**src/rtl/node_pkg.sv**
```systemverilog
// Shared definitions for the sensor-node instruction sequencer.
// Holds the node opcode encodings, the sequencer state encoding and a small
// decode helper telling which opcodes start a real node handshake.
package node_pkg;

    localparam logic [2:0] OP_IDLE         = 3'b000;
    localparam logic [2:0] OP_READ_SENSOR  = 3'b001;
    localparam logic [2:0] OP_READ_RADIO   = 3'b010;
    localparam logic [2:0] OP_WRITE_RADIO  = 3'b011;
    localparam logic [2:0] OP_WRITE_MEMORY = 3'b100;
    localparam logic [2:0] OP_READ_MEMORY  = 3'b101;

    localparam logic [2:0] ST_IDLE      = 3'd0;
    localparam logic [2:0] ST_ISSUE     = 3'd1;
    localparam logic [2:0] ST_WAIT_ACK  = 3'd2;
    localparam logic [2:0] ST_WAIT_DONE = 3'd3;
    localparam logic [2:0] ST_GAP       = 3'd4;
    localparam logic [2:0] ST_FINISH    = 3'd5;

    // IDLE and the reserved codes 110/111 are skipped without a handshake.
    function automatic logic op_valid(logic [2:0] op);
        return (op != OP_IDLE) && (op <= OP_READ_MEMORY);
    endfunction

endpackage

```
**src/rtl/seq_timer.sv**
```systemverilog
// Saturating cycle counter shared by the sequencer's wait and gap states.
// Ports:
//   clk, rst : clock and asynchronous active-high reset
//   clr      : synchronous clear to zero (wins over en)
//   en       : count up by one, holding at the all-ones value
//   limit    : compare value
//   hit      : count has reached or passed limit
module seq_timer #(
    parameter int unsigned W = 4
) (
    input  logic         clk,
    input  logic         rst,
    input  logic         clr,
    input  logic         en,
    input  logic [W-1:0] limit,
    output logic         hit
);

    logic [W-1:0] cnt_q;

    always_ff @(posedge clk or posedge rst) begin
        if (rst) begin
            cnt_q <= '0;
        end else if (clr) begin
            cnt_q <= '0;
        end else if (en && (cnt_q != '1)) begin
            cnt_q <= cnt_q + W'(1);
        end
    end

    assign hit = (cnt_q >= limit);

endmodule

```
**src/rtl/node_sequencer.sv**
```systemverilog
// Upstream instruction issuer for the sensor node. Stores a small program of
// node opcodes and replays it using the enable/inst/busy handshake, with an
// optional loop, inter-instruction gap and handshake timeouts.
// Ports:
//   clk, rst                  : clock, asynchronous active-high reset
//   prog_we/addr/wdata        : program write port (dropped while seq_busy)
//   prog_len                  : entry count, sampled on an accepted start
//   start, loop_en, abort     : run control
//   node_busy                 : busy from the node
//   node_enable, node_inst    : drive to the node
//   seq_busy, cur_idx         : run status
//   done                      : one-cycle pulse on normal completion
//   error                     : sticky timeout flag, cleared by start
module node_sequencer
    import node_pkg::*;
#(
    parameter int unsigned PROG_DEPTH   = 8,
    parameter int unsigned GAP_CYCLES   = 2,
    parameter int unsigned ACK_TIMEOUT  = 16,
    parameter int unsigned DONE_TIMEOUT = 64
) (
    input  logic                          clk,
    input  logic                          rst,
    input  logic                          prog_we,
    input  logic [$clog2(PROG_DEPTH)-1:0] prog_addr,
    input  logic [2:0]                    prog_wdata,
    input  logic [$clog2(PROG_DEPTH):0]   prog_len,
    input  logic                          start,
    input  logic                          loop_en,
    input  logic                          abort,
    input  logic                          node_busy,
    output logic                          node_enable,
    output logic [2:0]                    node_inst,
    output logic                          seq_busy,
    output logic [$clog2(PROG_DEPTH)-1:0] cur_idx,
    output logic                          done,
    output logic                          error
);

    localparam int unsigned AW   = $clog2(PROG_DEPTH);
    localparam int unsigned TM0  = (ACK_TIMEOUT > DONE_TIMEOUT) ? ACK_TIMEOUT : DONE_TIMEOUT;
    localparam int unsigned TMAX = (TM0 > GAP_CYCLES) ? TM0 : GAP_CYCLES;
    localparam int unsigned TW   = $clog2(TMAX + 1);

    // The timer is cleared on state entry, so a limit of N-1 gives N cycles.
    localparam logic [TW-1:0] ACK_LIM  = TW'(ACK_TIMEOUT - 1);
    localparam logic [TW-1:0] DONE_LIM = TW'(DONE_TIMEOUT - 1);
    localparam logic [TW-1:0] GAP_LIM  = (GAP_CYCLES == 0) ? '0 : TW'(GAP_CYCLES - 1);

    logic [2:0]    prog [PROG_DEPTH];

    logic [2:0]    state_q, state_d;
    logic [AW-1:0] idx_q, idx_d;
    logic [AW:0]   len_q, len_d;
    logic [2:0]    inst_q, inst_d;
    logic          en_q, en_d;
    logic          done_q, done_d;
    logic          err_q, err_d;
    logic          busy_q;

    logic          tmr_clr, tmr_en, tmr_hit, adv;
    logic [TW-1:0] tmr_limit;
    logic [AW:0]   idx_next;
    logic [2:0]    cur_op;

    assign idx_next = {1'b0, idx_q} + (AW+1)'(1);
    assign cur_op   = prog[idx_q];

    // Program store: not reset, and frozen for the duration of a run.
    always_ff @(posedge clk) begin
        if (prog_we && !busy_q) begin
            prog[prog_addr] <= prog_wdata;
        end
    end

    seq_timer #(
        .W(TW)
    ) u_timer (
        .clk  (clk),
        .rst  (rst),
        .clr  (tmr_clr),
        .en   (tmr_en),
        .limit(tmr_limit),
        .hit  (tmr_hit)
    );

    always_comb begin
        state_d   = state_q;
        idx_d     = idx_q;
        len_d     = len_q;
        inst_d    = inst_q;
        en_d      = en_q;
        done_d    = 1'b0;
        err_d     = err_q;
        tmr_clr   = 1'b0;
        tmr_en    = 1'b0;
        tmr_limit = '0;
        adv       = 1'b0;

        case (state_q)
            ST_IDLE: begin
                if (start) begin
                    err_d = 1'b0;
                    if (prog_len == '0) begin
                        done_d = 1'b1;
                    end else begin
                        len_d   = prog_len;
                        idx_d   = '0;
                        en_d    = 1'b1;
                        state_d = ST_ISSUE;
                    end
                end
            end
            ST_ISSUE: begin
                if (op_valid(cur_op)) begin
                    inst_d  = cur_op;
                    tmr_clr = 1'b1;
                    state_d = ST_WAIT_ACK;
                end else begin
                    adv = 1'b1;
                end
            end
            ST_WAIT_ACK: begin
                tmr_limit = ACK_LIM;
                if (node_busy) begin
                    inst_d  = OP_IDLE;
                    tmr_clr = 1'b1;
                    state_d = ST_WAIT_DONE;
                end else if (tmr_hit) begin
                    inst_d  = OP_IDLE;
                    err_d   = 1'b1;
                    en_d    = 1'b0;
                    state_d = ST_IDLE;
                end else begin
                    tmr_en = 1'b1;
                end
            end
            ST_WAIT_DONE: begin
                tmr_limit = DONE_LIM;
                if (!node_busy) begin
                    if (GAP_CYCLES == 0) begin
                        adv = 1'b1;
                    end else begin
                        tmr_clr = 1'b1;
                        state_d = ST_GAP;
                    end
                end else if (tmr_hit) begin
                    inst_d  = OP_IDLE;
                    err_d   = 1'b1;
                    en_d    = 1'b0;
                    state_d = ST_IDLE;
                end else begin
                    tmr_en = 1'b1;
                end
            end
            ST_GAP: begin
                tmr_limit = GAP_LIM;
                if (tmr_hit) begin
                    adv = 1'b1;
                end else begin
                    tmr_en = 1'b1;
                end
            end
            ST_FINISH: begin
                done_d  = 1'b1;
                en_d    = 1'b0;
                state_d = ST_IDLE;
            end
            default: begin
                state_d = ST_IDLE;
            end
        endcase

        if (adv) begin
            if (idx_next < len_q) begin
                idx_d   = idx_next[AW-1:0];
                state_d = ST_ISSUE;
            end else if (loop_en) begin
                idx_d   = '0;
                state_d = ST_ISSUE;
            end else begin
                state_d = ST_FINISH;
            end
        end

        // Abort overrides everything except in IDLE, where start has priority.
        if (abort && (state_q != ST_IDLE)) begin
            state_d = ST_IDLE;
            inst_d  = OP_IDLE;
            en_d    = 1'b0;
            done_d  = 1'b0;
            err_d   = err_q;
        end
    end

    always_ff @(posedge clk or posedge rst) begin
        if (rst) begin
            state_q <= ST_IDLE;
            idx_q   <= '0;
            len_q   <= '0;
            inst_q  <= OP_IDLE;
            en_q    <= 1'b0;
            done_q  <= 1'b0;
            err_q   <= 1'b0;
            busy_q  <= 1'b0;
        end else begin
            state_q <= state_d;
            idx_q   <= idx_d;
            len_q   <= len_d;
            inst_q  <= inst_d;
            en_q    <= en_d;
            done_q  <= done_d;
            err_q   <= err_d;
            busy_q  <= (state_d != ST_IDLE);
        end
    end

    assign node_enable = en_q;
    assign node_inst   = inst_q;
    assign seq_busy    = busy_q;
    assign cur_idx     = idx_q;
    assign done        = done_q;
    assign error       = err_q;

endmodule

```
**config.mk**
```make
export PLATFORM = sky130hd
export DESIGN_NAME = node_sequencer
export DESIGN_NICKNAME = d
export VERILOG_FILES = /design/src/rtl/node_pkg.sv /design/src/rtl/seq_timer.sv /design/src/rtl/node_sequencer.sv
export SDC_FILE = /design/constraint.sdc
export NUM_CORES = 1
export LEC_CHECK = 0
export ABC_AREA = 1
export BUFFER_PORTS_ARGS = -buffer_cell sky130_fd_sc_hd__buf_2
export CAP_MARGIN = 20
export CORE_MARGIN = 2
export CORE_UTILIZATION = 58
export CTS_CLUSTER_SIZE = 16
export DETAILED_ROUTE_END_ITERATION = 10
export HOLD_SLACK_MARGIN = 0.05
export PLACE_DENSITY = 0.79
export REMOVE_ABC_BUFFERS = 1
export SLEW_MARGIN = 0
export SYNTH_ARGS = -nofsm -noshare
export SYNTH_HDL_FRONTEND = slang
export SYNTH_SLANG_ARGS = --single-unit
```
**constraint.sdc**
```tcl
create_clock -name clk -period 2.62 [get_ports clk]
set_input_delay 0.131 -clock clk [delete_from_list [all_inputs] [get_ports clk]]
set_output_delay 0.131 -clock clk [all_outputs]
set_load 0.05 [all_outputs]
```
### Yosys cells after proc, flatten, opt, wreduce, memory -nomap -nowiden

Memories as Yosys holds them, arrays and structs flattened.
Index checks and enable logic that the tools add are counted.
W data, S select, Z words.

* bitwise gates (word level): 2
* $add $sub $neg: 2
* $lt $le $gt $ge: 3
* reduce and logical (&&, ||, !) cells: 18
* equality and inequality tests: 14
* mux-type cells: 55

Operators with widths (count)
* $mux W3: 21
* $mux W1: 23
* $pmux W6 S3: 1
* $ne A3 B3 Y1 const B: 5
* $pmux W3 S5: 1
* $mux W7: 2
* $reduce_bool A3 Y1: 4
* $reduce_and A5 Y1: 2
* $pmux W1 S3: 3
* $pmux W3 S3: 1
* $add A7 B1 Y7 const B: 1
* $ge A7 B6 Y1: 1
* $ne A7 B7 Y1 const B: 1
* $eq A3 B2 Y1 const B: 2
* $eq A3 B3 Y1 const B: 2
* $ne A2 B2 Y1 const B: 3
* $reduce_and A3 Y1: 2
* $reduce_bool A5 Y1: 1
* $add A3 B1 Y4 const B: 1
* $logic_and A1 B1 Y1: 4
* $logic_not A4 Y1: 1
* $lt A4 B4 Y1: 1
* $pmux W1 S2: 2
* $pmux W1 S4: 1
* other kinds (7): 8

* flip-flop bits (word level): 24
* input bits: 17
* output and inout bits: 10
* memories: 1
* logic and storage cells: 104
* bits in writable memories: 24

Memories
* prog: depth 8, bits a word 3, rd ports 1, clocked after Yosys merged registers in 0, write ports 1, RTL line node_sequencer.sv:50 `logic [2:0] prog [PROG_DEPTH];`

### Depth between registers and ports, before layout

Gate-level depths: netlist (run 1).

* depth after elaboration: 9
* gate-level depth with buffers: 17
* mapped depth without buffers: 17

### Modules after synthesis

Synthesis (run 1) repeated with hierarchy kept, for this count alone.

* cell total of the unflattened synthesis: 352
* area total of the unflattened synthesis: 2819.0 um^2

By module, submodules not included
* node_sequencer: cells an instance 266, sequential area each 1146.1 um^2, area an instance 2212.1 um^2, instances 1
* seq_timer: cells an instance 86, sequential area each 175.2 um^2, area an instance 606.8 um^2, instances 1

### Worst setup path after synthesis (run 1)

OpenSTA, ideal clock, no wires.

* kind: register to register
* start: register state_q[2]
* end: register u_timer.cnt_q[2]
* buffers on the path: 0
* setup time: 0.119 ns
* required time: 2.501 ns
* arrival: 2.096 ns
* setup slack: 0.405 ns
* clock period less this slack: 2.215 ns
* cell stages (with the launch flop): 16
* cell sequence: dfrtp_1 > inv_2 > nand2_2 > nor2_1 > inv_2 > ha_1 > nand2_1 > inv_1 > a21oi_1 > nand3_2 > a21oi_1 > inv_1 > nand2_2 > inv_1 > o21ai_1 > nor2_1

* cells in the longest elaborated chain, start to end: 8
* elaborated cells on any way between the ends: 14
* classes of those cells: 1 x order compare; 4 x eq/ne; 7 x mux; 2 x reduce/logical

RTL lines
* start, declared: RTL line node_sequencer.sv:52 `logic [2:0] state_q, state_d;`
* start signal, assigned: RTL line node_sequencer.sv:207 `state_q <= state_d;`
* $eq A3 B3 Y1 or $eq A3 B2 Y1 (tied branches): RTL line node_sequencer.sv:100 `case (state_q)`
* $pmux W6 S3: RTL line node_sequencer.sv:100
* $ge A7 B6 Y1: RTL line seq_timer.sv:31 `assign hit = (cnt_q >= limit);`
* $mux W1: RTL line node_sequencer.sv:129, node_sequencer.sv:147, node_sequencer.sv:158
* $mux W1 (on tied branches): RTL line node_sequencer.sv:140, node_sequencer.sv:125
* $pmux W1 S3: RTL line node_sequencer.sv:100
* $logic_and A1 B1 Y1: RTL line seq_timer.sv:26 `end else if (en && (cnt_q != '1)) begin`
* $reduce_bool A2 Y1 (no source line)
* end signal, assigned: RTL line seq_timer.sv:27 `cnt_q <= cnt_q + W'(1);`
* end, declared: RTL line seq_timer.sv:19 `logic [W-1:0] cnt_q;`

Parallel ways exist; a longest one is shown, timed or not.
A chain may end at the register's enable or synchronous reset.

### Worst setup path in the final report (run 1)

Ends and elaborated chain as after synthesis.

==> key figures, run 1 <==
Detailed routing
  • DRC violations left: 0
  • DR WL/cell: 12.36 um
  • Post-Route WL: between 5000 and 6000 um
  • Final ANT Viol Nets: 0
  • Vias: 2198
  • Iteration-0 DRC Markers: 125
  • Drt first pass iters: 4
  • Vias per cell: 5.136

Worst setup path
  • Crit path max fanout: 10
  • Critical path capture point type: flip-flop
  • CP dominant cell by count: inv_1
  • Delay-heaviest family, CP: simple AND/OR/NAND/NOR gates
  • Crit path DAT: ~2.6 ns
  • Worst path bufs/invs: 5
  • Critical setup path kind: reg -> reg
  • Worst EP required: 2.81 ns
  • Crit-path slowest cell: dfrtp_1
  • R2R depth: 15
  • Worst-path cell chain: inv_2 -> nand2_2 -> nor2_4 -> inv_2 -> ha_1 -> nand2_1 -> inv_1 -> a21oi_1 -> nand3_2 -> a21oi_1 -> inv_1 -> nand2_4 -> inv_1 -> o21ai_1 -> nor2_1
  • CP Launch Type: flip-flop
  • Critical path depth: 15
  • Slowest stage delay, CP: 0.41 ns

Finish
  • FF+latch area: 0.001321 mm^2
  • Fill cell count: 372
  • Layout net count: around 400
  • Finished Cell Area: 0.002970 mm^2
  • Area of the multi-input gates: roughly 0.0011 mm^2
  • Commonest non-fill, non-tap cells in the layout: 101 x nand2_1, 53 x inv_1, 42 x nor2_1
  • Share of cells above drive strength 1: between 15 and 20%
  • Ant. Diodes: 0
  • Commonest non-fill, non-tap cell in the layout: nand2_1
  • Area growth, synth to finish: 10.11%

Synthesis
  • Post-Syn Area: 0.002698 mm^2
  • Register area share after synthesis: 48.98%
  • Synth area leader: edfxtp_1
  • Synth warnings: 0
  • #FFs+latches synth: between 40 and 50
  • Synth top area cells: edfxtp_1 27%, dfrtp_1 22%, nand2_1 14%
  • Synth cell types: 27
  • Avg Cell Area, Syn: 7.819 um^2
  • Post-synth top area share: between 20% and 30%
  • Synthesized instance count: around 350

Flow run
  • Max-Cap Viols: 0

Timing
  • Final setup margin: roughly 0.23 ns
  • Final setup viols: 0
  • Unrepaired setup endpoints after global routing: no
  • Final Hold Viols: 0
  • Final max-slew violation count: 0
  • Max_slew headroom: 39.31%
  • Tmin final: 2.389 ns
  • Setup Skew: approximately 0.007 ns
  • Fmax: 0.4187 GHz
  • Final Cycle Share: 91.17%
  • Worst-Margin Slew: 0.9093 ns
  • Final setup TNS: 0 ns

Place
  • Port-buffer cells: 26
  • Cell area after placement: 0.002873 mm^2
  • Routability cong.: 0.8270
  • Pre-CTS setup slack: 0.1036 ns
  • Final HPWL DP: between 3000 and 4000 um

CTS
  • CTS tree: yes
  • Worst-skew pair later-pin latency: 0.30 ns
  • Sink Count: 48
  • Root Driver: clkbuf_8
  • CTS Buf Count: 5
  • H-tree depth: 2
  • Clock Tree Buf Depth: 2
  • Clock Pin Slew Worst Setup and Hold Paths: 0.09 ns

Floorplanning
  • Die width: 72.20 um
  • Die H: 72.20 um
  • Core area: approximately 0.0044 mm^2
  • Starting Density: 61.11%
  • IO Pins: 27
  • # rows: 24
  • Die area: between 0.005 and 0.006 mm^2

Global route
  • Initial antenna violation count: 0
  • GRT Overall Usage: 22.28%
  • Overflow after GRT: 0
  • First-pass GRT wire length: 8880 um
  • Largest net degree at the start of global routing: 25
  • Via count of the first global-routing pass: 1965

Power and ir drop
  • Leak Pwr: 1.556 nW
  • PwrDens: between 900 and 1000 mW/mm^2
  • Pwr Total: 2.852 mW
  • VDD IR max: approximately 600 uV

Outcome
  • Status: finished, final reports clean

Hold path
  • Min-Delay Path Class: in -> async
-- report_power, final --
part	leakage, nW	switching (mW)	internal [mW]
Combinational	0.983	0.965	0.427
Sequential	0.532	0.113	0.922
Clock	0.0412	0.239	0.187
Total	1.56	1.32	1.54
-- metal layers --
layer,GRT usage (%),share of wire [%]
met1,31.36,47
met2,35.17,47
met3,4.167,5.0
met4,7.128,1.2
met5,0,0
-- timing repair --
action,in CTS,in global routing
gates resized for setup,0,3
setup endpoints to repair,0,8
setup buffers,0,0
hold buffers,0,0
-- metrics by stage --
| step | util, % | hold slack [ns] | std cells |
|---|---|---|---|
| 4_1_cts | 67.01 | 0.05168 | 428 |
| 5_1_grt | 67.29 | 0.07887 | 428 |
| 3_5_place_dp | 65.08 | 0.3756 | 420 |
| 6_report | 67.29 | 0.02080 | 428 |
| 2_1_floorplan | - | 0.1456 | 340 |
| 3_3_place_gp | 65.08 | 0.3675 | 420 |
-- layout make-up --
class	instances	area share, %
sequential	48	44.48
multi-input combinational	229	37.45
inverter	63	8.130
timing repair buffer	28	4.886
clock buffer	6	2.443
tap	52	2.190
clock inverter	2	0.4212
-- path summary, 6_finish.rpt --
check	startpoint	end	slack (ns)
setup / recovery	state_q[2]$_DFF_PP0_	u_timer.cnt_q[2]$_DFFE_PP0P_	0.23
hold reg to reg	node_enable$_DFFE_PP0P_	node_enable$_DFFE_PP0P_	0.47
setup reg to reg	state_q[2]$_DFF_PP0_	u_timer.cnt_q[2]$_DFFE_PP0P_	0.23
min in group clk	prog_len[3]	len_q[3]$_DFFE_PP0P_	0.09
max in group asynchronous	rst	state_q[1]$_DFF_PP0_	2.04
hold / removal	rst	node_inst[2]$_DFFE_PP0P_	0.02
-- logic make-up after synthesis --
group	after synthesis	synth area share (%)
buffers and inverters	68	10.25
flip-flops	48	48.98
XOR/XNOR	2	0.6495
adder cells (fa/ha/maj)	11	5.102
AND/OR/NAND/NOR	188	29.36
AO/OA/AOI/OAI	28	5.659
-- synthesized netlist by cell type --
| cell | count |
|---|---|
| clkbuf_2 | 1 |
| a21oi_2 | 2 |
| xor2_1 | 1 |
| inv_6 | 1 |
| nor3_1 | 4 |
| nand3b_1 | 3 |
| nand4_1 | 1 |
| edfxtp_1 | 24 |
| inv_1 | 53 |
| nor2_1 | 43 |
| nor2_2 | 1 |
| o21ai_1 | 6 |
| buf_6 | 1 |
| dfrtp_1 | 24 |
| xnor2_1 | 1 |
| buf_4 | 2 |
| inv_2 | 9 |
| nand3_2 | 3 |
| nand2_2 | 5 |
| o21ai_2 | 1 |
| a21oi_1 | 13 |
| nand2_1 | 101 |
| a31oi_1 | 1 |
| clkbuf_1 | 1 |
| o21ai_0 | 5 |
| nand3_1 | 27 |
| ha_1 | 11 |
-- flip-flops by register name (all words and copies together) (netlist names) --
name / flops
node_inst: 3
done: 1
state_q: 3
prog: 24
node_enable: 1
cur_idx: 3
error: 1
seq_busy: 1
len_q: 4
u_timer.cnt_q: 7
Note: power is estimated with default switching activity, not from simulation.
==> run 2, diff against run 1 <==
--- a/config.mk
+++ b/config.mk
@@ -9,11 +9,11 @@
 export BUFFER_PORTS_ARGS = -buffer_cell sky130_fd_sc_hd__buf_2
 export CAP_MARGIN = 20
 export CORE_MARGIN = 2
-export CORE_UTILIZATION = 58
+export CORE_UTILIZATION = 55
 export CTS_CLUSTER_SIZE = 16
 export DETAILED_ROUTE_END_ITERATION = 10
 export HOLD_SLACK_MARGIN = 0.05
-export PLACE_DENSITY = 0.79
+export PLACE_DENSITY = 0.75
 export REMOVE_ABC_BUFFERS = 1
 export SLEW_MARGIN = 0
 export SYNTH_ARGS = -nofsm -noshare
==> run 2 against run 1 <==
Net effect: die area is 5.1% higher; cell count up 4.4%; clock power barely moved; global-route usage fell by 0.70 points; combinational power rose by 7%; core utilization shrank 3.4 points; power up 3.1%; cell area up 1.6%; clock-buffer cell count unchanged; non-clock buffer count up 4.
==> key figures, run 2 (synthesized netlist as in run 1, its figures left out) <==
Outcome
  • Status: finished, final reports clean

Worst setup path
  • Critical setup path kind: reg -> reg
  • CP dominant cell by count: nand2_1
  • Worst EP required: 2.86 ns
  • Delay-heaviest family, CP: simple AND/OR/NAND/NOR gates
  • CP Launch Type: flip-flop
  • Slowest stage delay, CP: 0.40 ns
  • Critical path capture point type: flip-flop
  • Worst path bufs/invs: 3
  • Worst-path cell chain: inv_2 -> nand2_2 -> nor2_4 -> inv_2 -> ha_1 -> nand2_1 -> nand3b_1 -> a21oi_1 -> nand3_2 -> buf_4 -> a21oi_2 -> nand2_1 -> a21oi_1 -> nand3_1 -> nand2_1
  • Crit-path slowest cell: dfrtp_1
  • Critical path depth: 15
  • Crit path DAT: 2.64 ns
  • Crit path max fanout: 9
  • R2R depth: 15

Floorplanning
  • IO Pins: 27
  • Die H: ~74 um
  • Core area: between 0.004 and 0.005 mm^2
  • Die width: around 74 um
  • # rows: 25
  • Die area: 0.005481 mm^2
  • Starting Density: between 50% and 60%

Detailed routing
  • Final ANT Viol Nets: 0
  • Vias: 2188
  • Post-Route WL: 5277 um
  • DRC violations left: 0
  • Vias per cell: slightly below 5
  • Drt first pass iters: 4
  • DR WL/cell: 11.81 um
  • Iteration-0 DRC Markers: 95

Global route
  • GRT met2 Usage: 36.41%
  • GRT met3 Usage: 3.794%
  • Met1 GRT Util: 28.31%
  • GRT Overall Usage: 21.58%
  • Overflow after GRT: 0
  • Largest net degree at the start of global routing: 25
  • Initial antenna violation count: 0
  • Most Crowded Layer GR: met2
  • Via count of the first global-routing pass: 2055
  • First-pass GRT wire length: ~9000 um

Timing
  • Fmax: approximately 0.42 GHz
  • Setup Skew: roughly 0.008 ns
  • Max_slew headroom: between 40% and 50%
  • Worst-Margin Slew: 0.8975 ns
  • Final Hold Viols: 0
  • Tmin final: 2.397 ns
  • Final setup margin: 0.2230 ns
  • Final Cycle Share: slightly above 90%
  • Final max-slew violation count: 0
  • Final setup viols: 0

Power and ir drop
  • PwrDens: just under 1000 mW/mm^2
  • Pwr Total: roughly 3 mW
  • VDD IR max: 611.8 uV
  • Leak Pwr: 1.576 nW

Finish
  • Commonest non-fill, non-tap cells in the layout: 101 x nand2_1, 53 x inv_1, 42 x nor2_1
  • Share of cells above drive strength 1: 16.05%
  • Area of the multi-input gates: 0.001112 mm^2
  • Layout net count: 407
  • Ant. Diodes: 0
  • Area growth, synth to finish: 11.92%
  • Number of flip-flops in the largest register: 24
  • Commonest non-fill, non-tap cell in the layout: nand2_1
  • Final Core Density: between 60% and 70%
  • Regs by FF count: prog x24, u_timer.cnt_q x7, len_q x4
  • Fill cell count: between 400 and 500
  • Finished Cell Area: between 0.003 and 0.004 mm^2
  • FF+latch area: 0.001321 mm^2
  • Top reg by flops: prog

Hold path
  • Min-Delay Path Class: in -> async

CTS
  • Sink Count: 48
  • CTS Buf Count: 5
  • CTS tree: yes
  • CTS Hold Bufs: 0
  • Worst-skew pair later-pin latency: approximately 0.3 ns
  • Clock Tree Buf Depth: 2
  • Clock Pin Slew Worst Setup and Hold Paths: around 0.09 ns
  • H-tree depth: 2
  • Root Driver: clkbuf_8

Place
  • Pre-CTS setup slack: ~0.083 ns
  • Cell area after placement: 0.002899 mm^2
  • Routability cong.: roughly 0.9
  • Final HPWL DP: 4111 um
  • Port-buffer cells: 26

Flow run
  • Max-Cap Viols: 0
-- run 2: changes by cell type in the layout (fill, tap and decap cells not counted) --
cell,delta
clkinvlp_4,-1
clkinv_2,-1
clkinv_4,+1
clkinv_1,+1
buf_4,+4
-- run 2: through the flow --
step           TNS [ns]  instances  hold WS (ns)
5_1_grt        -0.07053        447       0.09129
3_3_place_gp          0        436        0.3688
2_1_floorplan         0        340        0.1456
4_1_cts               0        444       0.05065
3_5_place_dp          0        436        0.3816
6_report              0        447       0.01298
-- run 2: power breakdown --
group	total [mW]	switching [mW]	internal (mW)
clock	0.428	0.241	0.187
sequential	1.02	0.0992	0.922
combinational	1.49	0.999	0.493
total	2.94	1.34	1.60
-- run 2: layer usage --
metal,part of all wire (%),vias up,wire [um]
met1,46,988,2433
met2,50,49,2626
met3,3.6,3,192
met5,0,-,0
met4,0.47,0,25
li1,-,1148,-
-- run 2: cell type report --
| type | count | area share (%) |
|---|---|---|
| flip-flops and latches | 48 | 43.76 |
| multi-input cells | 229 | 36.84 |
| inverters | 63 | 7.998 |
| repair buffers | 32 | 5.802 |
| well taps | 67 | 2.777 |
| clock buffers | 6 | 2.404 |
| clock inverters | 2 | 0.4144 |
-- run 2: timing repair --
item	in CTS	in global routing
buffers inserted	0	3
hold endpoints to repair	0	0
gates resized for setup	0	3
endpoints found under the setup margin	0	12
-- run 2: final timing paths --
check / from / to / slack [ns]
min in group clk: prog_len[2] / len_q[2]$_DFFE_PP0P_ / 0.08
hold reg to reg: node_enable$_DFFE_PP0P_ / node_enable$_DFFE_PP0P_ / 0.47
max in group asynchronous: rst / u_timer.cnt_q[1]$_DFFE_PP0P_ / 2.06
hold / removal: rst / cur_idx[2]$_DFF_PP0_ / 0.01
setup / recovery: state_q[2]$_DFF_PP0_ / node_inst[2]$_DFFE_PP0P_ / 0.22
setup reg to reg: state_q[2]$_DFF_PP0_ / node_inst[2]$_DFFE_PP0P_ / 0.22
==> run 3, diff against run 2 <==
==> constraint.sdc (replaced) <==
create_clock -name clk -period 2.5 [get_ports clk]
set_input_delay 0.125 -clock clk [delete_from_list [all_inputs] [get_ports clk]]
set_output_delay 0.125 -clock clk [all_outputs]
set_load 0.05 [all_outputs]
==> run 3 against run 2 <==
Net effect: core utilization increased by 0.82 points; combinational power about the same; die area unchanged; routed wire length decreased by 2.5%; sequential power increased by 5%; highest routed layer unchanged; non-clock buffer count increased by 1; sequential cell count unchanged; maximum frequency increased by 5.6%.
==> key figures, run 3 (synthesized netlist as in run 1, its figures left out) <==
Worst setup path
  • Slowest stage delay, CP: 0.41 ns
  • Crit path max fanout: 5
  • Worst-path cell chain: inv_2 -> nand2_2 -> nor2_1 -> inv_2 -> ha_1 -> nand2_1 -> inv_1 -> a21oi_1 -> nand3_2 -> buf_4 -> nor2_1 -> o21ai_0 -> nand3_1 -> nand2_1 -> nand3_1
  • Critical setup path kind: reg -> reg
  • Worst path bufs/invs: 4
  • Delay-heaviest family, CP: simple AND/OR/NAND/NOR gates
  • Critical path capture point type: flip-flop
  • Worst EP required: between 2 and 3 ns
  • CP Launch Type: flip-flop
  • Crit-path slowest cell: dfrtp_1
  • Crit path DAT: 2.51 ns

Finish
  • Regs by FF count: prog x24, u_timer.cnt_q x7, len_q x4
  • Commonest non-fill, non-tap cells in the layout: 101 x nand2_1, 53 x inv_1, 43 x nor2_1
  • Area growth, synth to finish: 13.36%
  • Layout net count: 408
  • Share of cells above drive strength 1: around 16%
  • Commonest non-fill, non-tap cell in the layout: nand2_1
  • Ant. Diodes: 0
  • Number of flip-flops in the largest register: 24
  • Finished Layout Cells: 448
  • Top reg by flops: prog

CTS
  • Clock Pin Slew Worst Setup and Hold Paths: 0.09 ns
  • Sink Count: 48
  • Root Driver: clkbuf_8
  • Worst-skew pair later-pin latency: 0.31 ns
  • Clock Tree Buf Depth: 2
  • H-tree depth: 2
  • CTS Buf Count: 5
  • CTS tree: yes

Floorplanning
  • Die H: 74.04 um
  • # rows: 25
  • Starting Density: approximately 57%
  • Die area: 0.005481 mm^2
  • Core area: 0.004723 mm^2
  • Die width: 74.04 um
  • IO Pins: 27

Place
  • Routability cong.: 0.9008
  • Final HPWL DP: 4023 um
  • Port-buffer cells: 26
  • Cells after DPL: 438

Outcome
  • Status: finished, final reports clean

Global route
  • Largest net degree at the start of global routing: 25
  • GRT Overall Usage: 20.94%
  • Overflow after GRT: 0
  • Initial antenna violation count: 0
  • First-pass GRT wire length: 8631 um
  • Via count of the first global-routing pass: between 1500 and 2000

Flow run
  • Max-Cap Viols: 0

Timing
  • Final setup viols: 0
  • Unrepaired setup endpoints after global routing: no
  • Max_slew headroom: 40.60%
  • Tmin final: 2.270 ns
  • Final Cycle Share: 90.82%
  • Fmax: between 0.4 and 0.5 GHz
  • Final Hold Viols: 0
  • Worst-Margin Slew: 0.8900 ns
  • Final max-slew violation count: 0
  • Final setup TNS: 0 ns
  • Setup Skew: 0.004106 ns

Power and ir drop
  • VDD IR max: 649.1 uV
  • Leak Pwr: approximately 1.6 nW
  • PwrDens: 1034 mW/mm^2

Detailed routing
  • Final ANT Viol Nets: 0
  • Iteration-0 DRC Markers: 131
  • DR WL/cell: between 10 and 15 um
  • Vias per cell: 4.844
  • Vias: 2170
  • DRC violations left: 0
  • Drt first pass iters: 4
  • Post-Route WL: 5145 um

Hold path
  • Min-Delay Path Class: in -> reg
==> run 3: cell types whose count changed in the layout (fill, tap and decap cells not counted) <==
cell,previous run,this run
bufinv_16,0,1
clkbuf_1,1,0
clkbuf_8,5,6
clkinv_1,1,0
dlygate4sd3_1,0,1
nor2_1,42,43
nor2_4,1,0
==> run 3: area by class of cell <==
| cell class | count | area [um^2] |
|---|---|---|
| fill | 426 | 1665 |
| sequential | 48 | 1321 |
| multi-input combinational | 229 | 1105 |
| inverter | 63 | 241.5 |
| timing repair buffer | 33 | 185.2 |
| tap | 67 | 83.83 |
| clock buffer | 6 | 82.58 |
| clock inverter | 2 | 38.79 |
==> run 3: timing repair <==
item | 4_1_cts | 5_1_grt
buffers inserted | 0 | 1
gates resized for setup | 0 | 1
endpoints found under the hold margin | 24 | 0
setup endpoints to repair | 0 | 7
hold buffers | 1 | 0
==> run 3: power by group <==
group,leakage [nW],switching [mW],internal [mW]
Sequential,0.532,0.104,0.966
Clock,0.0614,0.262,0.327
Combinational,1.01,1.02,0.481
==> run 3: worst reg2reg max path: stages (launching register included) <==
cell	delay [ns]
dfrtp_1	0.41
inv_2	0.10
nand2_2	0.06
nor2_1	0.14
inv_2	0.07
ha_1	0.29
nand2_1	0.10
inv_1	0.05
a21oi_1	0.18
nand3_2	0.14
buf_4	0.17
nor2_1	0.12
o21ai_0	0.10
nand3_1	0.09
nand2_1	0.08
nand3_1	0.11
==> run 3: through the flow <==
stage,utilization [%],total power [mW],setup WS (ns),cell area [um^2],hold WS [ns]
after floorplan,-,2.208,0.1295,2663,0.1396
final,64.74,3.163,0.2296,3058,0.06429
after detailed placement,61.70,2.563,0.2101,2914,0.3726
after CTS,64.48,3.153,0.1919,3045,0.06232
after global routing,64.74,3.430,0.01512,3058,0.07782
after global placement,61.70,2.538,0.3239,2914,0.3576
==> run 3: worst paths after layout <==
path                                       endpoint                    start  slack (ns)  depth (start not counted)
min                            len_q[3]$_DFFE_PP0P_              prog_len[3]        0.06                          3
max                              seq_busy$_DFF_PP0_     state_q[2]$_DFF_PP0_        0.23                         15
max in group asynchronous  node_inst[2]$_DFFE_PP0P_                      rst        1.39                          3
max reg2reg                      seq_busy$_DFF_PP0_     state_q[2]$_DFF_PP0_        0.23                         15
min in group asynchronous      len_q[1]$_DFFE_PP0P_                      rst        0.56                          3
min reg2reg                 node_enable$_DFFE_PP0P_  node_enable$_DFFE_PP0P_        0.48                          2
==> run 3: metal layers <==
layer | wire, um | up-vias | track usage (%) | part of all wire (%)
met2 | 2412 | 46 | 34.03 | 47
met4 | 96 | 0 | 6.869 | 1.9
met3 | 199 | 11 | 5.014 | 3.9
li1 | - | 1151 | - | -
met1 | 2436 | 962 | 27.75 | 47
met5 | 0 | - | 0 | 0
